## config.mk

```make
export PLATFORM = sky130hd
export DESIGN_NAME = color_classify
export DESIGN_NICKNAME = d
export VERILOG_FILES = /design/src/rtl/color_pkg.sv /design/src/rtl/color_dom_cmp.sv /design/src/rtl/color_classify.sv
export SDC_FILE = /design/constraint.sdc
export NUM_CORES = 1
export LEC_CHECK = 0
export CAP_MARGIN = 20
export CORE_MARGIN = 2
export CORE_UTILIZATION = 28
export DETAILED_ROUTE_END_ITERATION = 8
export HOLD_SLACK_MARGIN = 0.05
export PLACE_DENSITY = 0.46
export SETUP_SLACK_MARGIN = 0.02
export SLEW_MARGIN = 25
export SYNTH_ARGS = -nofsm -noshare
export SYNTH_HDL_FRONTEND = slang
export SYNTH_HIERARCHICAL = 1
export SYNTH_SLANG_ARGS = --single-unit
```

## constraint.sdc

```tcl
create_clock -name i2c_clk -period 4 [get_ports i2c_clk]
set_input_delay 0.6 -clock i2c_clk [delete_from_list [all_inputs] [get_ports i2c_clk]]
set_output_delay 0.6 -clock i2c_clk [all_outputs]
set_load 0.005 [all_outputs]
```

## src/rtl/color_pkg.sv

```systemverilog
`default_nettype none
// +----------------------------------------------------------------------+
// | color_pkg : class/state encodings shared by the colour classifier     |
// | Rev 1.0                                                               |
// +----------------------------------------------------------------------+
package color_pkg;

  localparam logic [1:0] CLS_NONE = 2'd0;
  localparam logic [1:0] CLS_RED  = 2'd1;
  localparam logic [1:0] CLS_GRN  = 2'd2;
  localparam logic [1:0] CLS_BLU  = 2'd3;

  typedef enum logic [1:0] {
    ST_IDLE   = 2'd0,
    ST_TRACK  = 2'd1,
    ST_LOCKED = 2'd2
  } state_t;

  // Returns {blue, green, red}; NONE decodes to all zero.
  function automatic logic [2:0] cls_onehot(input logic [1:0] cls);
    logic [2:0] oh;
    oh = 3'b000;
    case (cls)
      CLS_RED: oh = 3'b001;
      CLS_GRN: oh = 3'b010;
      CLS_BLU: oh = 3'b100;
      default: oh = 3'b000;
    endcase
    return oh;
  endfunction

endpackage
`default_nettype wire

```

## src/rtl/color_dom_cmp.sv

```systemverilog
`default_nettype none
// +----------------------------------------------------------------------+
// | color_dom_cmp : registered RGB dominance candidate with darkness floor|
// | Rev 1.0                                                               |
// +----------------------------------------------------------------------+
module color_dom_cmp
  import color_pkg::*;
#(
  parameter int          DATA_W      = 24,
  parameter int          RATIO_SHIFT = 0,
  parameter int unsigned MIN_SUM     = 256
) (
  input  logic              i2c_clk,
  input  logic              sys_rst_n,
  input  logic              clr,
  input  logic              sample_valid,
  input  logic [DATA_W-1:0] data_r,
  input  logic [DATA_W-1:0] data_g,
  input  logic [DATA_W-1:0] data_b,
  output logic              cand_vld,
  output logic [1:0]        cand
);

  localparam int SUM_W  = DATA_W + 2;
  localparam int PAIR_W = DATA_W + 1;
  localparam int CMP_W  = DATA_W + 1 + RATIO_SHIFT;
  localparam logic [SUM_W-1:0] MIN_SUM_V = SUM_W'(MIN_SUM);

  logic [SUM_W-1:0]  sum;
  logic [PAIR_W-1:0] pair_gb, pair_rb, pair_rg;
  logic [CMP_W-1:0]  thr_r, thr_g, thr_b;
  logic [CMP_W-1:0]  ext_r, ext_g, ext_b;
  logic [1:0]        cand_d;

  // All arithmetic is widened so that no carry or shifted bit is lost.
  always_comb begin
    sum     = SUM_W'(data_r) + SUM_W'(data_g) + SUM_W'(data_b);
    pair_gb = PAIR_W'(data_g) + PAIR_W'(data_b);
    pair_rb = PAIR_W'(data_r) + PAIR_W'(data_b);
    pair_rg = PAIR_W'(data_r) + PAIR_W'(data_g);
    thr_r   = CMP_W'(pair_gb) << RATIO_SHIFT;
    thr_g   = CMP_W'(pair_rb) << RATIO_SHIFT;
    thr_b   = CMP_W'(pair_rg) << RATIO_SHIFT;
    ext_r   = CMP_W'(data_r);
    ext_g   = CMP_W'(data_g);
    ext_b   = CMP_W'(data_b);
  end

  always_comb begin
    cand_d = CLS_NONE;
    if (sum < MIN_SUM_V)   cand_d = CLS_NONE;
    else if (ext_r > thr_r) cand_d = CLS_RED;
    else if (ext_g > thr_g) cand_d = CLS_GRN;
    else if (ext_b > thr_b) cand_d = CLS_BLU;
    else                    cand_d = CLS_NONE;
  end

  always_ff @(posedge i2c_clk or negedge sys_rst_n) begin
    if (!sys_rst_n) begin
      cand_vld <= 1'b0;
      cand     <= CLS_NONE;
    end else if (clr) begin
      cand_vld <= 1'b0;
      cand     <= CLS_NONE;
    end else begin
      cand_vld <= sample_valid;
      if (sample_valid) cand <= cand_d;
    end
  end

endmodule
`default_nettype wire

```

## src/rtl/color_classify.sv

```systemverilog
`default_nettype none
// +----------------------------------------------------------------------+
// | color_classify : strobed RGB classifier with N-sample debounce;       |
// | COLOR_CLS_STAT_EN adds a saturating change_cnt output.  Rev 1.0       |
// +----------------------------------------------------------------------+
module color_classify
  import color_pkg::*;
#(
  parameter int          DATA_W      = 24,
  parameter int          CONFIRM_N   = 4,
  parameter int          RATIO_SHIFT = 0,
  parameter int unsigned MIN_SUM     = 256
) (
  input  logic              i2c_clk,
  input  logic              sys_rst_n,
  input  logic              sample_valid,
  input  logic              clr,
  input  logic [DATA_W-1:0] data_r,
  input  logic [DATA_W-1:0] data_g,
  input  logic [DATA_W-1:0] data_b,
  output logic              r_valid,
  output logic              g_valid,
  output logic              b_valid,
  output logic [1:0]        class_code,
  output logic              class_change
`ifdef COLOR_CLS_STAT_EN
  ,
  output logic [15:0]       change_cnt
`endif
);

  localparam int CNT_W = $clog2(CONFIRM_N + 1);
  localparam logic [CNT_W-1:0] CNT_MAX = CNT_W'(CONFIRM_N);

  logic             cand_vld;
  logic [1:0]       cand;

  state_t           state, state_nxt;
  logic [1:0]       pending, pending_nxt;
  logic [1:0]       committed;
  logic [CNT_W-1:0] cnt, cnt_nxt;
  logic             sat;
  logic             commit;
  logic [2:0]       onehot_nxt;

  color_dom_cmp #(
    .DATA_W      (DATA_W),
    .RATIO_SHIFT (RATIO_SHIFT),
    .MIN_SUM     (MIN_SUM)
  ) u_dom_cmp (
    .i2c_clk      (i2c_clk),
    .sys_rst_n    (sys_rst_n),
    .clr          (clr),
    .sample_valid (sample_valid),
    .data_r       (data_r),
    .data_g       (data_g),
    .data_b       (data_b),
    .cand_vld     (cand_vld),
    .cand         (cand)
  );

  always_comb begin
    state_nxt   = state;
    pending_nxt = pending;
    cnt_nxt     = cnt;
    sat         = 1'b0;
    commit      = 1'b0;
    if (cand_vld) begin
      if (cand == pending) begin
        cnt_nxt = (cnt == CNT_MAX) ? cnt : cnt + CNT_W'(1);
      end else begin
        pending_nxt = cand;
        cnt_nxt     = CNT_W'(1);
      end
      sat    = (cnt_nxt == CNT_MAX);
      commit = sat && (pending_nxt != committed);
      // A saturated count always leaves pending == committed, hence LOCKED.
      case (state)
        ST_IDLE:   state_nxt = sat ? ST_LOCKED : ST_TRACK;
        ST_TRACK:  if (sat) state_nxt = ST_LOCKED;
        ST_LOCKED: if (!sat) state_nxt = ST_TRACK;
        default:   state_nxt = ST_IDLE;
      endcase
    end
  end

  assign onehot_nxt = cls_onehot(commit ? pending_nxt : committed);
  assign class_code = committed;

  always_ff @(posedge i2c_clk or negedge sys_rst_n) begin
    if (!sys_rst_n) begin
      state        <= ST_IDLE;
      pending      <= CLS_NONE;
      cnt          <= '0;
      committed    <= CLS_NONE;
      class_change <= 1'b0;
      r_valid      <= 1'b0;
      g_valid      <= 1'b0;
      b_valid      <= 1'b0;
    end else if (clr) begin
      state        <= ST_IDLE;
      pending      <= CLS_NONE;
      cnt          <= '0;
      committed    <= CLS_NONE;
      class_change <= 1'b0;
      r_valid      <= 1'b0;
      g_valid      <= 1'b0;
      b_valid      <= 1'b0;
    end else begin
      state        <= state_nxt;
      pending      <= pending_nxt;
      cnt          <= cnt_nxt;
      class_change <= commit;
      if (commit) committed <= pending_nxt;
      r_valid      <= onehot_nxt[0];
      g_valid      <= onehot_nxt[1];
      b_valid      <= onehot_nxt[2];
    end
  end

`ifdef COLOR_CLS_STAT_EN
  always_ff @(posedge i2c_clk or negedge sys_rst_n) begin
    if (!sys_rst_n) begin
      change_cnt <= 16'h0000;
    end else if (clr) begin
      change_cnt <= 16'h0000;
    end else if (commit && (change_cnt != 16'hFFFF)) begin
      change_cnt <= change_cnt + 16'h0001;
    end
  end
`endif

endmodule
`default_nettype wire

```

==> flow_summary.json, run 1 <==
{
  "failed_checks": "setup timing",
  "cts_made_buffers": 3,
  "p_clk_frac": 0.074,
  "worst_slew_pin_slew_ps": 698.8,
  "p_sw_frac": 0.4411,
  "first_pass_iters": 4,
  "htreeDepth": 1,
  "seq_area_frac_synth": 0.04920,
  "nets": 1556,
  "endpoint_kind": "register",
  "drv_cap": 0,
  "grtUsageMet3": 0.007364,
  "timing.fmax_mhz": 206.6,
  "switchingPower_mw": 1.127,
  "max-vdd-ir-drop_v": 0.0001672,
  "numClockSinks": 14,
  "antenna_found_initial": 0,
  "syn_to_final_growth_pct": 58.78,
  "netlist.top_cell.by_area": "ha_1",
  "post-route-cell-area_um2": 11310,
  "ys_top_cells_by_area": "ha_1, fa_1, a21oi_1",
  "wl_um": 26400,
  "layout-drive-gt1-share": 0.3367,
  "path_clk_slew_ps": 50,
  "grt-ovfl-total": 0,
  "worstHoldStart": "cnt[1]$_DFFE_PN0P_",
  "tritoncts": "yes",
  "cts_max_path_buffers": 2,
  "port_buffers": 81,
  "initial_core_util": 0.2836,
  "synth-edff-count": 0,
  "postSynthCellCount": 866,
  "coreArea_um2": 25110,
  "hold_depth": 2,
  "r2r_setup_slack_ps": 2310,
  "async_flop_share": 1.000,
  "rr_endpoint": "r_valid$_DFF_PN0_",
  "dr_total_vias": 7958,
  "top_level_ports": 82,
  "drt_iter0_drc": 454,
  "grt_pass1_wl_um": 41510,
  "min_path_type": "register to register",
  "grt_pass1_vias": 8110,
  "power.leakage_nw": 5.573,
  "synth_warnings": 6,
  "fin_ws_ps": -839.7,
  "final_cell_mix": "buf_4, ha_1, a21oi_1, inv_1, clkdlybuf4s50_1",
  "postCtsHoldBufs": 0,
  "holdWs_ps": 559.7,
  "fin_skew_ps": 4.229,
  "dpl_cell_area_um2": 10800,
  "avgSynthCellArea_um2": 8.222,
  "detail-route-antenna-nets": 0,
  "synth-main-ff-cell": "dfrtp_1",
  "fp.dieH_um": 163.5,
  "slew_violations": 0,
  "fin_crit_sh": 1.210,
  "die_area_um2": 26720,
  "p_int_mw": 1.428,
  "fill_cells": 2613,
  "start_kind": "input pin",
  "r2r_cells": 6,
  "drc": 0,
  "worst-setup-path-type": "input pin to register",
  "grt_start_max_net_pins": 15,
  "setup_viol": 2,
  "ys_types": 77,
  "grt-busiest-layer": "met2",
  "clk-insertion-delay-late_ps": 240,
  "synth.top_cell.area_share": 0.2952,
  "cts-root-buf": "clkbuf_16",
  "whs_endpoint": "cnt[1]$_DFFE_PN0P_",
  "die_w_um": 163.5,
  "finalCriticalPeriod_ps": 4840,
  "pwr-share-seq": 0.063,
  "multi_input_area_um2": 6880,
  "arrival_ps": 4970,
  "r2r_start": "cnt[0]$_DFFE_PN0P_",
  "row_count": 58,
  "antennaDiodeCount": 0,
  "power_density_nw_per_um2": 226.0,
  "cp.required_ps": 4130,
  "track_usage": 0.1963,
  "viasPerCell": 4.934,
  "grt_use_met2": 0.3454,
  "critPathMaxFanout": 2,
  "slew-limit-headroom": 0.5327,
  "synth_nets": 1137,
  "hold_violations": 0,
  "final-seq-area_um2": 350.3,
  "synth_seq_cells": 14,
  "use_met1": 0.2732,
  "final_common_cell": "buf_4",
  "outcome": "finished, violations left",
  "place.gp.congestion": 0.9058,
  "rsz0062_at_grt": "yes",
  "synthesis.area_um2": 7121,
  "p_comb_frac": 0.863,
  "hpwl_um": 23650,
  "wl_per_cell_um": 16.37
}
-- power by group through the flow --
stage                     combinational (mW)  sequential (mW)  clock (mW)
after global placement                  2.09            0.163           0
after floorplan                         1.15            0.156           0
final                                   2.21            0.161       0.189
after detailed placement                2.10            0.163           0
after CTS                               2.16            0.160       0.191
after global routing                    2.45            0.162       0.199
-- cells by family after synthesis --
logic type               count (synthesis)  synth area share
AO/OA/AOI/OAI                          290            0.2759
XOR/XNOR                                70           0.08610
adder cells (fa/ha/maj)                195            0.3711
buffers and inverters                   62           0.03514
flip-flops                              14           0.04920
multiplexers                             8           0.01212
AND/OR/NAND/NOR                        227            0.1704
-- area by class of cell --
type                            instances  area share
Timing Repair Buffer                  423      0.2997
Multi-Input combinational cell        790      0.6086
Clock buffer                            3    0.006640
Sequential cell                        14     0.03099
Tap cell                              330     0.03652
Inverter                               53     0.01760
-- repair_timing --
action | 4_1_cts | 5_1_grt
pin swaps | 36 | 48
gates cloned | 0 | 0
setup endpoints to repair | 2 | 2
setup buffers | 10 | 11
gates resized for setup | 62 | 44
-- layer usage --
layer	routed length, um	part of all wire	up-vias
met5	0	0	-
met3	811	0.031	19
met2	12520	0.47	118
met4	312	0.012	0
li1	-	-	4115
met1	12750	0.48	3706
-- stage by stage --
step                      setup slack [ps]    util  setup TNS, ps  power, mW  std cells
after detailed placement             -1833  0.4303          -3640      2.265       1589
after floorplan                     -499.1       -         -924.5      1.303        866
final                               -839.7  0.4503          -1662      2.555       1613
after global routing                 -1107  0.4503          -2193      2.807       1613
after CTS                            -1058  0.4418          -2094      2.516       1602
after global placement               -1808  0.4303          -3585      2.254       1589
-- sequential cells by signal, summed over array words and instances (netlist names) --
signal	cells
b_valid	1
class_change	1
class_code	2
cnt	3
g_valid	1
pending	2
r_valid	1
u_dom_cmp/cand	2
u_dom_cmp/cand_vld	1
-- worst max-delay path by stage --
stage / start / to / slack, ps / cells after the start
after floorplan: data_r[0] / u_dom_cmp/cand[1]$_DFFE_PN0P_ / -500 / 23
after CTS: data_r[0] / u_dom_cmp/cand[1]$_DFFE_PN0P_ / -1060 / 25
after global placement: data_r[0] / u_dom_cmp/cand[0]$_DFFE_PN0P_ / -1810 / 24
after global routing: data_r[0] / u_dom_cmp/cand[0]$_DFFE_PN0P_ / -1110 / 25
after detailed placement: data_r[0] / u_dom_cmp/cand[0]$_DFFE_PN0P_ / -1830 / 24
final: data_r[0] / u_dom_cmp/cand[1]$_DFFE_PN0P_ / -840 / 25
-- worst max-delay path, cell delays in order --
cell	delay, ps
buf_6	90
buf_6	110
ha_4	150
fa_2	370
a211oi_2	270
o21ai_1	110
a31oi_2	230
o211ai_1	170
nand2_1	150
o21ai_2	70
or3_4	340
a31o_4	220
a21oi_2	120
xor2_1	90
ha_1	300
nand4_1	160
nor4_4	240
a31oi_2	140
o311a_1	150
a21o_1	180
a21bo_4	180
o21ai_4	70
nor2b_1	110
nor2_1	60
a32o_1	260
-- cells in the mapped netlist, drive strengths merged (6+ instances only) --
| library cell | number |
|---|---|
| ha | 168 |
| a21oi | 81 |
| inv | 53 |
| o21ai | 53 |
| nor2 | 48 |
| nand2 | 41 |
| xor2 | 37 |
| xnor2 | 33 |
| a21o | 31 |
| fa | 27 |
| nor2b | 25 |
| nand4 | 21 |
| nand3 | 20 |
| a31oi | 19 |
| o21a | 18 |
| a211oi | 16 |
| dfrtp | 14 |
| nor3 | 13 |
| o21bai | 11 |
| nand2b | 10 |
| or3 | 10 |
| o211ai | 9 |
| and2 | 7 |
| and3 | 7 |
| nor4 | 6 |
No activity file was read; power rests on OpenSTA's default activity.
==> inputs of run 2 (changes only) <==
--- a/config.mk
+++ b/config.mk
@@ -9,7 +9,8 @@
 export CORE_MARGIN = 2
 export CORE_UTILIZATION = 28
 export DETAILED_ROUTE_END_ITERATION = 8
-export HOLD_SLACK_MARGIN = 0.05
+export GPL_TIMING_DRIVEN = 0
+export HOLD_SLACK_MARGIN = 0.08
 export PLACE_DENSITY = 0.46
 export SETUP_SLACK_MARGIN = 0.02
 export SLEW_MARGIN = 25
==> run 2 against run 1 <==
The run still ends with setup timing left. Register-to-register slack lost 20 ps. Clock skew shrank 1.9 ps. Sequential power shrank 3%.
==> flow_summary.json, run 2 (synthesized netlist as in run 1, its figures left out) <==
{
  "outcome": "finished, violations left",
  "failed_checks": "setup timing",
  "row_count": 58,
  "fp.dieH_um": 163.5,
  "rr_endpoint": "class_code[1]$_DFF_PN0_",
  "whs_endpoint": "u_dom_cmp/cand[1]$_DFFE_PN0P_",
  "arrival_ps": 4960,
  "fin_crit_sh": 1.208,
  "layout-drive-gt1-share": 0.1511,
  "pre_cts_slack_ps": -2522,
  "top_level_ports": 82,
  "die_w_um": 163.5,
  "final_cell_mix": "ha_1, a21oi_1, inv_1, nor2_1, buf_4",
  "cp.required_ps": 4130,
  "r2r_cells": 6,
  "power_density_nw_per_um2": 231.5,
  "viasPerCell": 5.308,
  "wl_per_cell_um": 17.84,
  "cts-root-buf": "clkbuf_16",
  "finalCriticalPeriod_ps": 4833,
  "path_clk_slew_ps": 40,
  "slew_violations": 0,
  "critPathMaxFanout": 3,
  "wl_um": 23600,
  "syn_to_final_growth_pct": 29.01,
  "fin_util": 0.3659,
  "drv_cap": 0,
  "final_common_cell": "ha_1",
  "grt_start_max_net_pins": 15,
  "grt_pass1_vias": 7016,
  "grt-ovfl-total": 0,
  "slew-limit-headroom": 0.5466,
  "track_usage": 0.1758,
  "endpoint_kind": "register",
  "hold_violations": 0,
  "timing.fmax_mhz": 206.9,
  "grt_pass1_wl_um": 37280,
  "rsz0062_at_grt": "yes",
  "hold_depth": 1,
  "min_path_type": "register to register",
  "fin_skew_ps": 2.282,
  "detail-route-antenna-nets": 0,
  "drt_iter0_drc": 385,
  "clk-insertion-delay-late_ps": 240,
  "fin_ws_ps": -832.7,
  "power.leakage_nw": 4.128,
  "initial_core_util": 0.2836,
  "drc": 0,
  "max-vdd-ir-drop_v": 0.0001852,
  "dr_total_vias": 7022,
  "first_pass_iters": 4,
  "port_buffers": 81,
  "hpwl_um": 19870,
  "top_register": "cnt",
  "fill_cells": 2693,
  "setup_viol": 2,
  "r2r_setup_slack_ps": 2290,
  "tritoncts": "yes",
  "worst_slew_pin_slew_ps": 678.0,
  "htreeDepth": 1,
  "worstHoldStart": "u_dom_cmp/cand[1]$_DFFE_PN0P_",
  "r2r_start": "cnt[0]$_DFFE_PN0P_",
  "nets": 1266,
  "cts_made_buffers": 3,
  "place.gp.congestion": 0.8460,
  "die_area_um2": 26720,
  "antenna_found_initial": 0,
  "antennaDiodeCount": 0,
  "numClockSinks": 14,
  "coreArea_um2": 25110,
  "cts_max_path_buffers": 2,
  "largest_reg_flops": 3,
  "worst-setup-path-type": "input pin to register",
  "start_kind": "input pin"
}
## run 2: layout make-up
type	count	area (um^2)	area share
Buffer	9	51.30	0.005584
Clock buffer	3	75.07	0.008172
Inverter	53	198.9	0.02166
Multi-Input combinational cell	790	6982	0.7600
Sequential cell	14	350.3	0.03814
Tap cell	330	412.9	0.04495
Timing Repair Buffer	124	1116	0.1215
## run 2: layer usage
| layer | vias up | global-route usage | part of all wire |
|---|---|---|---|
| met1 | 3331 | 0.2514 | 0.50 |
| li1 | 3534 | - | - |
| met2 | 137 | 0.2988 | 0.46 |
| met4 | 0 | 0.02552 | 0.012 |
| met5 | - | 0 | 0 |
| met3 | 20 | 0.007364 | 0.032 |
## run 2: timing repair
item,in CTS,in global routing
pin swaps,40,32
setup endpoints to repair,2,2
setup buffers,34,9
hold buffers,0,0
resized for setup,135,25
## run 2: report_power, final
part	switching, mW	internal, mW	total, mW
clock	0.0562	0.131	0.187
combinational	0.981	0.802	1.78
sequential	0.00845	0.148	0.156
total	1.05	1.08	2.13
## run 2: critical path, stage by stage
cell and delay, ps:
buf_12 100, buf_4 140, ha_4 160, inv_2 50, fa_2 210, nor2b_1 70
o31a_1 320, o32ai_4 310, o211ai_1 160, a31oi_1 230, nor2b_1 90, o21a_2 240
a211oi_4 240, a21oi_1 110, xnor2_1 140, ha_1 270, nand2_1 70, or3_4 400
nor4_4 270, a211oi_2 130, a2111oi_4 270, nor2_2 100, a32o_1 250
## run 2: through the flow
step                power [mW]  hold WS (ps)  TNS [ps]  instances  cell area (um^2)
floorplan                1.303         304.4    -924.5        866              7222
global placement         1.764         527.6     -4955       1277              8446
detailed placement       1.758         518.1     -4944       1277              8446
CTS                      2.069         534.0     -1745       1314              9000
global route             2.351         567.9     -2064       1323              9186
finish                   2.127         530.3     -1654       1323              9186
## run 2: worst max-delay path by stage
stage | depth (start not counted) | from | endpoint | slack (ps)
after global routing | 25 | data_r[0] | u_dom_cmp/cand[1]$_DFFE_PN0P_ | -1050
after CTS | 24 | data_r[0] | u_dom_cmp/cand[1]$_DFFE_PN0P_ | -880
after global placement | 24 | data_r[0] | u_dom_cmp/cand[1]$_DFFE_PN0P_ | -2530
after floorplan | 23 | data_r[0] | u_dom_cmp/cand[1]$_DFFE_PN0P_ | -500
after detailed placement | 24 | data_r[0] | u_dom_cmp/cand[1]$_DFFE_PN0P_ | -2520
final | 23 | data_b[0] | u_dom_cmp/cand[1]$_DFFE_PN0P_ | -830
==> inputs of run 3 (changes only) <==
==> constraint.sdc (replaced) <==
create_clock -name i2c_clk -period 5.9 [get_ports i2c_clk]
set_input_delay 0.885 -clock i2c_clk [delete_from_list [all_inputs] [get_ports i2c_clk]]
set_output_delay 0.885 -clock i2c_clk [all_outputs]
set_load 0.005 [all_outputs]
==> run 3 against run 2 <==
The run now ends clean. First-iteration DRC count fell by 14%. Sequential share of layout area rose by 0.18 points. Sequential power fell by 33%. Register-to-register slack improved by 1900 ps. Clock power fell by 25%. Worst setup slack improved by 1100 ps. Power fell by 35%. Critical path depth rose by 1. Critical endpoint unchanged. Largest power group unchanged. Highest routed layer unchanged.
==> flow_summary.json, run 3 (synthesized netlist as in run 1, its figures left out) <==
{
  "endpoint_kind": "register",
  "wl_per_cell_um": 16.95,
  "detail-route-antenna-nets": 0,
  "coreArea_um2": 25110,
  "finalCriticalPeriod_ps": 5600,
  "cts-root-buf": "clkbuf_16",
  "worst-setup-path-type": "input pin to register",
  "hpwl_um": 19120,
  "start_kind": "input pin",
  "top_register": "cnt",
  "fin_util": 0.3491,
  "syn_to_final_growth_pct": 23.09,
  "hold_violations": 0,
  "cts_max_path_buffers": 2,
  "grt-ovfl-total": 0,
  "dr_total_vias": 6671,
  "fin_skew_ps": 3.273,
  "initial_core_util": 0.2836,
  "antennaDiodeCount": 0,
  "power.total_mw": 1.386,
  "antenna_found_initial": 0,
  "path_clk_slew_ps": 40,
  "dpl_cell_area_um2": 8344,
  "top_level_ports": 82,
  "cp.required_ps": 6030,
  "grt_start_max_net_pins": 15,
  "first_pass_iters": 5,
  "arrival_ps": 5730,
  "fin_crit_sh": 0.9492,
  "critPathMaxFanout": 4,
  "htreeDepth": 1,
  "min_path_type": "register to register",
  "max-vdd-ir-drop_v": 0.0001024,
  "wl_um": 21980,
  "postCtsHoldBufs": 0,
  "numClockSinks": 14,
  "slew_violations": 0,
  "clk-insertion-delay-late_ps": 240,
  "die_w_um": 163.5,
  "grt_pass1_vias": 6640,
  "rsz0062_at_grt": "no",
  "track_usage": 0.1636,
  "drc": 0,
  "fp.dieH_um": 163.5,
  "port_buffers": 81,
  "layout-drive-gt1-share": 0.08997,
  "cts_made_buffers": 3,
  "post-route-cell-area_um2": 8765,
  "power.leakage_nw": 3.970,
  "drv_cap": 0,
  "worst_slew_pin_slew_ps": 956.2,
  "power_density_nw_per_um2": 158.2,
  "final_cell_mix": "ha_1, a21oi_1, clkdlybuf4s50_1, inv_1, nor2_1",
  "nets": 1239,
  "tritoncts": "yes",
  "outcome": "complete, no violations",
  "die_area_um2": 26720,
  "timing.fmax_mhz": 178.6,
  "drt_iter0_drc": 330,
  "row_count": 58,
  "grt_pass1_wl_um": 35100,
  "largest_reg_flops": 3,
  "final_common_cell": "ha_1",
  "place.gp.congestion": 0.8121,
  "slew-limit-headroom": 0.3536,
  "viasPerCell": 5.143,
  "setup_viol": 0
}
[run 3: per-stage QoR]
stage | setup WS [ps] | instances | hold slack, ps | TNS [ps]
global placement | -1395 | 1277 | 516.2 | -2645
detailed placement | -1393 | 1277 | 514.9 | -2637
global route | 36.69 | 1297 | 542.9 | 0
finish | 299.6 | 1297 | 520.0 | 0
CTS | 27.08 | 1290 | 525.0 | 0
floorplan | 727.2 | 866 | 488.0 | 0
[run 3: worst paths after layout]
check                      slack (ps)                     startpoint  depth (start not counted)                            end
hold reg to reg                   520  u_dom_cmp/cand[1]$_DFFE_PN0P_                          1  u_dom_cmp/cand[1]$_DFFE_PN0P_
setup / recovery                  300                      data_r[0]                         24  u_dom_cmp/cand[1]$_DFFE_PN0P_
max in group asynchronous        4430                      sys_rst_n                          1             cnt[1]$_DFFE_PN0P_
hold / removal                    520  u_dom_cmp/cand[1]$_DFFE_PN0P_                          1  u_dom_cmp/cand[1]$_DFFE_PN0P_
setup reg to reg                 4190             cnt[0]$_DFFE_PN0P_                          6              r_valid$_DFF_PN0_
min in group asynchronous        1050                      sys_rst_n                          1             cnt[0]$_DFFE_PN0P_
[run 3: power by group]
group          total [mW]  switching, mW  internal [mW]
registers           0.105        0.00506          0.100
logic                1.14          0.633          0.507
clock network       0.141         0.0385          0.103
total                1.39          0.676          0.710
[run 3: worst max-delay path: stages]
cell and delay (ps):
dlygate4sd2_1 300, ha_2 220, fa_2 370, a211oi_2 240
o21ai_1 150, a31oi_2 240, o211ai_1 190, nand2_1 150
o21ai_1 120, or3_4 360, a31o_2 250, a21oi_2 140
xor2_1 80, ha_1 320, nand4_1 180, nor4_2 310
a31oi_1 140, o311a_1 140, a21o_1 200, a21bo_2 190
o21ai_0 90, nor2b_1 130, nor2_1 60, a32o_1 250
[run 3: cell type report]
class / count / area [um^2]
Fill cell: 2703 / 16340
Multi-Input combinational cell: 790 / 6725
Timing Repair Buffer: 97 / 937.1
Tap cell: 330 / 412.9
Sequential cell: 14 / 350.3
Inverter: 53 / 198.9
Clock buffer: 4 / 88.84
Buffer: 9 / 51.30
[run 3: what timing repair did]
action,CTS,global route
pin swaps,12,16
buffers inserted,9,7
gates cloned,0,0
resized for setup,33,36
endpoints found under the setup margin,2,2
[run 3: metal layers]
layer,vias up,wire length [um],track usage
li1,3476,-,-
met1,3090,11220,0.2378
met2,98,10190,0.2792
met3,7,504,0.005587
met4,0,70,0.01316
met5,-,0,0
